**src/rtl/ro_puf_counter_ctrl_pkg.sv**
```systemverilog
`default_nettype none
// ============================================================================
// Module   : ro_puf_counter_ctrl_pkg
// Purpose  : Shared state encoding and default sizing for the RO PUF counter.
// Revision : 1.0 - initial release
// ============================================================================
package ro_puf_counter_ctrl_pkg;

    // ST_DONE is also the completion code the PUF controller polls for.
    typedef enum logic [1:0] {
        ST_IDLE  = 2'b00,
        ST_CLEAR = 2'b01,
        ST_COUNT = 2'b10,
        ST_DONE  = 2'b11
    } state_e;

    localparam int DEF_CNT_W  = 16;
    localparam int DEF_WINDOW = 1024;
    localparam int DEF_WIN_W  = 11;

endpackage
`default_nettype wire

```
**src/rtl/ro_puf_counter_ctrl_edge_sync.sv**
```systemverilog
`default_nettype none
// ============================================================================
// Module   : ro_edge_sync
// Purpose  : Two-flop synchroniser plus delay flop; one pulse per rising edge.
// Revision : 1.0 - initial release
// ============================================================================
module ro_edge_sync (
    input  logic clk,
    input  logic rst,
    input  logic async_in,
    output logic rise
);

    logic sync1_q, sync1_d;
    logic sync2_q, sync2_d;
    logic delay_q, delay_d;

    always_comb begin
        sync1_d = async_in;
        sync2_d = sync1_q;
        delay_d = sync2_q;
    end

    always_ff @(posedge clk) begin
        if (rst) begin
            sync1_q <= 1'b0;
            sync2_q <= 1'b0;
            delay_q <= 1'b0;
        end else begin
            sync1_q <= sync1_d;
            sync2_q <= sync2_d;
            delay_q <= delay_d;
        end
    end

    assign rise = sync2_q & ~delay_q;

endmodule
`default_nettype wire

```
**src/rtl/ro_puf_counter_ctrl.sv**
```systemverilog
`default_nettype none
// ============================================================================
// Module   : ro_puf_counter_ctrl
// Purpose  : Counts edges of two ring oscillators over a fixed window and
//            registers the comparison as the PUF response bit.
// Revision : 1.0 - initial release
// ============================================================================
module ro_puf_counter_ctrl
    import ro_puf_counter_ctrl_pkg::*;
#(
    parameter int CNT_W  = DEF_CNT_W,
    parameter int WINDOW = DEF_WINDOW,
    parameter int WIN_W  = DEF_WIN_W
) (
    input  logic             clk,
    input  logic             rst,
    input  logic             roen,
    input  logic             ro_a,
    input  logic             ro_b,
    output logic [1:0]       counter_ctrl_state,
    output logic             response_bit,
    output logic             tie,
    output logic [CNT_W-1:0] count_a,
    output logic [CNT_W-1:0] count_b
);

    localparam logic [WIN_W-1:0] c_LAST_TICK = WIN_W'(WINDOW - 1);

    state_e             state_q, state_d;
    logic [CNT_W-1:0]   count_a_q, count_a_d;
    logic [CNT_W-1:0]   count_b_q, count_b_d;
    logic [WIN_W-1:0]   timer_q, timer_d;
    logic               resp_q, resp_d;
    logic               tie_q, tie_d;

    logic               w_rise_a;
    logic               w_rise_b;
    logic [CNT_W-1:0]   w_count_a_inc;
    logic [CNT_W-1:0]   w_count_b_inc;

    ro_edge_sync u_sync_a (
        .clk      (clk),
        .rst      (rst),
        .async_in (ro_a),
        .rise     (w_rise_a)
    );

    ro_edge_sync u_sync_b (
        .clk      (clk),
        .rst      (rst),
        .async_in (ro_b),
        .rise     (w_rise_b)
    );

    // Saturating increments; the final-cycle compare uses these so the last
    // counted edge is included in the response.
    always_comb begin
        w_count_a_inc = count_a_q;
        w_count_b_inc = count_b_q;
        if (w_rise_a && (count_a_q != '1)) w_count_a_inc = count_a_q + CNT_W'(1);
        if (w_rise_b && (count_b_q != '1)) w_count_b_inc = count_b_q + CNT_W'(1);
    end

    always_comb begin
        state_d   = state_q;
        count_a_d = count_a_q;
        count_b_d = count_b_q;
        timer_d   = timer_q;
        resp_d    = resp_q;
        tie_d     = tie_q;
        case (state_q)
            ST_IDLE: begin
                if (roen) state_d = ST_CLEAR;
            end
            ST_CLEAR: begin
                count_a_d = '0;
                count_b_d = '0;
                timer_d   = '0;
                state_d   = roen ? ST_COUNT : ST_IDLE;
            end
            ST_COUNT: begin
                if (!roen) begin
                    state_d = ST_IDLE;
                end else begin
                    count_a_d = w_count_a_inc;
                    count_b_d = w_count_b_inc;
                    timer_d   = timer_q + WIN_W'(1);
                    if (timer_q == c_LAST_TICK) begin
                        state_d = ST_DONE;
                        resp_d  = (w_count_a_inc > w_count_b_inc);
                        tie_d   = (w_count_a_inc == w_count_b_inc);
                    end
                end
            end
            ST_DONE: begin
                if (!roen) state_d = ST_IDLE;
            end
            default: state_d = ST_IDLE;
        endcase
    end

    always_ff @(posedge clk) begin
        if (rst) begin
            state_q   <= ST_IDLE;
            count_a_q <= '0;
            count_b_q <= '0;
            timer_q   <= '0;
            resp_q    <= 1'b0;
            tie_q     <= 1'b0;
        end else begin
            state_q   <= state_d;
            count_a_q <= count_a_d;
            count_b_q <= count_b_d;
            timer_q   <= timer_d;
            resp_q    <= resp_d;
            tie_q     <= tie_d;
        end
    end

    assign counter_ctrl_state = state_q;
    assign response_bit       = resp_q;
    assign tie                = tie_q;
    assign count_a            = count_a_q;
    assign count_b            = count_b_q;

endmodule
`default_nettype wire

```
**config.mk**
```make
export PLATFORM = sky130hd
export DESIGN_NAME = ro_puf_counter_ctrl
export DESIGN_NICKNAME = d
export VERILOG_FILES = /design/src/rtl/ro_puf_counter_ctrl_pkg.sv /design/src/rtl/ro_puf_counter_ctrl_edge_sync.sv /design/src/rtl/ro_puf_counter_ctrl.sv
export SDC_FILE = /design/constraint.sdc
export NUM_CORES = 1
export LEC_CHECK = 0
export CORE_UTILIZATION = 28
export CTS_CLUSTER_SIZE = 20
export DETAILED_ROUTE_END_ITERATION = 16
export GPL_ROUTABILITY_DRIVEN = 1
export SLEW_MARGIN = 0
export SYNTH_ARGS = -nofsm -noshare
export SYNTH_HDL_FRONTEND = slang
export SYNTH_SLANG_ARGS = --single-unit
```
**constraint.sdc**
```tcl
create_clock -name clk -period 7 [get_ports clk]
set_input_delay 1.05 -clock clk [delete_from_list [all_inputs] [get_ports clk]]
set_output_delay 1.05 -clock clk [all_outputs]
set_load 0.02 [all_outputs]
```
==> out/metrics.yaml <==
route:
  wire_per_inst_um: 13.90
  drc: 0
  ant_nets: 0
  vias_per_cell: 5.232
  dr.pass1.iters: 4
  vias: 2982
  drt_wl_total_mm: 7.925
  drt_iter0_markers: 125
grt:
  grt_antenna_before_repair: 0
  grt_pass1_vias: 2772
  grt_overflow: 0
  grt_pass1_wl_mm: 13.46
  grt_max_degree: 30
  grt_usage: 0.1411
worst_setup_path:
  path_depth: 12
  cp-end-kind: "register"
  required_ps: 7170
  cp_top_family: "simple AND/OR/NAND/NOR gates"
  crit_end: "response_bit$_SDFFE_PP0P_"
  reg2reg_to: "response_bit$_SDFFE_PP0P_"
  path_cells: "ha_1 > nand3b_1 > nor2_1 > nand2_1 > nor2_1 > xnor2_1 > ha_1 > nand4_1 > or2_2 > nor3_1 > or3_1 > o21ai_0"
  cp_max_fo: 9
  rrSetupSlack_ps: 3770
  r2r-start: "count_b[0]$_SDFFE_PP0P_"
  slowest_delay_ps: 510
  start_kind: "register"
  cp_slowest_cell: "nor2_1"
  critical_path_class: "register to register"
  crit_arrival_ps: 3400
  cp.buffers_inverters: 0
  r2r_cells: 12
  crit_start: "count_b[0]$_SDFFE_PP0P_"
sta:
  hold_violations: 0
  worst_pin_slew_ps: 1131
  rsz0062_at_grt: "no"
  min_period_over_period: 0.4610
  slew_violations: 0
  setup-tns-final_ps: 0
  min_period_ps: 3227
  finalSetupViolations: 0
  max_freq_mhz: 309.9
  max_slew_margin: 0.2461
  clock_skew_ps: 7.587
final_layout:
  layout_commonest_cell: "dfxtp_1"
  num_antenna_cells: 0
  area_growth_pct: 21.42
  stdcell_area_um2: 3929
  final_cell_mix: "dfxtp_1, nand2_1, clkdlybuf4s50_1"
  drive_gt1_frac: 0.05814
  nets: 453
power:
  powerDensity_nw_per_um2: 159.0
  pwr-share-seq: 0.488
  combPwrFrac: 0.042
  clockPowerShare: 0.469
  netSwitchingFraction: 0.2125
  p_sw_mw: 0.1328
  power.total_mw: 0.6248
  vdd_drop_max_mv: 0.1008
  intPower_mw: 0.4920
  p_leak_nw: 1.369
clock_network:
  cts_hold_buf: 0
  clock_latency_ps: 290
  ctsResizeCount: 0
  htree_levels: 2
  cts_buffer_depth: 2
  cts_tree: "done"
  cts_root_buffer: "clkbuf_16"
  post_cts_buffers: 0
  clock_sinks: 53
  clk_pin_slew_ps: 70
  cts_made_buffers: 5
floorplanning:
  die_h_um: 109.5
  core_area_um2: 11030
  fp-row-count: 38
  dieArea_um2: 11990
  io_pins: 41
  fp.dieW_um: 109.5
  initial_core_util: 0.2933
outcome:
  outcome: "finished, final reports clean"
synthesis:
  synth_area_per_cell_um2: 8.109
  synth_flop_cell: "dfxtp_1"
  synth_nets: 423
  synth_warnings: 0
  yosysSeqAreaShare: 0.3279
  synthCells: 399
  synth_edf_count: 0
  synth-seq-cells: 53
  synth.distinct_cells: 49
  syn_area_um2: 3236
  async_flop_share: 0
hold_path:
  min_path_type: "register to register"
placement:
  placed_area_um2: 3752
  place.gp.congestion: 0.8387
  portBuffers: 40
  dp_hpwl_mm: 5.797
run:
  cap_violations: 0
[cell usage after synthesis (2+ instances only)]
library cell  number  area (um2)
or2_2              3       18.77
nand2b_1           4       25.02
a32o_1             2       20.02
nor4_1             3       18.77
mux2i_1            2       20.02
nor3_1            10       50.05
and4_1             4       35.03
clkbuf_1          15       56.30
nand2_1           41       153.9
or3_1              5       31.28
nand3_1           13       65.06
nor2b_1            8       50.05
ha_1              19       237.7
nand3b_1           7       52.55
o31ai_1            3       22.52
buf_2              5       25.02
a21oi_1           25       125.1
xnor2_1           15       131.4
mux2_2             4       45.04
or4_1              3       22.52
o41ai_1            2       17.52
o211ai_1           4       30.03
xor2_1            15       131.4
and3_1             4       25.02
nand4b_1           3       26.28
inv_1              8       30.03
dfxtp_1           53        1061
nand4_1           19       118.9
nor2_1            33       123.9
a31oi_1           19       118.9
o21ai_0           23       115.1
a22o_1             4       35.03
a21o_1             5       37.54
[stage by stage]
| stage | hold slack [ps] | setup WS [ps] | util | instances |
|---|---|---|---|---|
| finish | 438.4 | 3773 | 0.3562 | 570 |
| detailed placement | 422.7 | 3520 | 0.3402 | 562 |
| floorplan | 413.8 | 4077 | - | 399 |
| global placement | 429.5 | 3637 | 0.3402 | 562 |
| CTS | 440.9 | 3794 | 0.3562 | 570 |
| global route | 462.5 | 3447 | 0.3562 | 570 |
[power groups by stage]
stage | clock [mW] | sequential [mW] | combinational, mW
finish | 0.293 | 0.305 | 0.0264
global route | 0.313 | 0.305 | 0.0294
CTS | 0.300 | 0.305 | 0.0267
detailed placement | 0 | 0.312 | 0.0266
global placement | 0 | 0.312 | 0.0260
floorplan | 0 | 0.313 | 0.0164
[cell type report]
class	instances	area (um2)
clock buffer	6	138.9
multi-input combinational	318	2063
tap	140	175.2
timing repair buffer	43	422.9
fill	1181	7102
sequential	53	1061
clock inverter	2	37.54
inverter	8	30.03
[kinds of logic after synthesis]
kind of cell | share of synthesized area
AND/OR/NAND/NOR | 0.2722
AO/OA/AOI/OAI | 0.1906
flip-flops | 0.3279
XOR/XNOR | 0.08121
buffers and inverters | 0.03441
adder cells (fa/ha/maj) | 0.07347
multiplexers | 0.02011
[how the worst min path moves through the flow]
| stage | slack [ps] | startpoint | to | depth (start not counted) |
|---|---|---|---|---|
| 5_1_grt | 460 | u_sync_b.sync1_q$_SDFF_PP0_ | u_sync_b.delay_d$_SDFF_PP0_ | 1 |
| 3_3_place_gp | 430 | u_sync_a.sync1_q$_SDFF_PP0_ | u_sync_a.delay_d$_SDFF_PP0_ | 1 |
| 3_5_place_dp | 420 | u_sync_a.sync1_q$_SDFF_PP0_ | u_sync_a.delay_d$_SDFF_PP0_ | 1 |
| 4_1_cts | 440 | u_sync_a.sync1_q$_SDFF_PP0_ | u_sync_a.delay_d$_SDFF_PP0_ | 1 |
| 6_report | 440 | u_sync_a.sync1_q$_SDFF_PP0_ | u_sync_a.delay_d$_SDFF_PP0_ | 1 |
| 2_1_floorplan | 410 | u_sync_a.sync1_q$_SDFF_PP0_ | u_sync_a.delay_d$_SDFF_PP0_ | 1 |
[sequential cells by signal, summed over array words and instances, names as in the netlist, 2 cells and up]
signal / flops
count_a: 16
count_b: 16
timer_q: 11
counter_ctrl_state: 2
[routing by layer]
layer / track usage / up-vias / wire (um)
met5: 0 / - / 0
met4: 0.02571 / 0 / 22
met3: 0.02964 / 2 / 558
met2: 0.2358 / 77 / 3665
met1: 0.1881 / 1376 / 3678
li1: - / 1527 / -
Power figures use the tool's default switching activity.
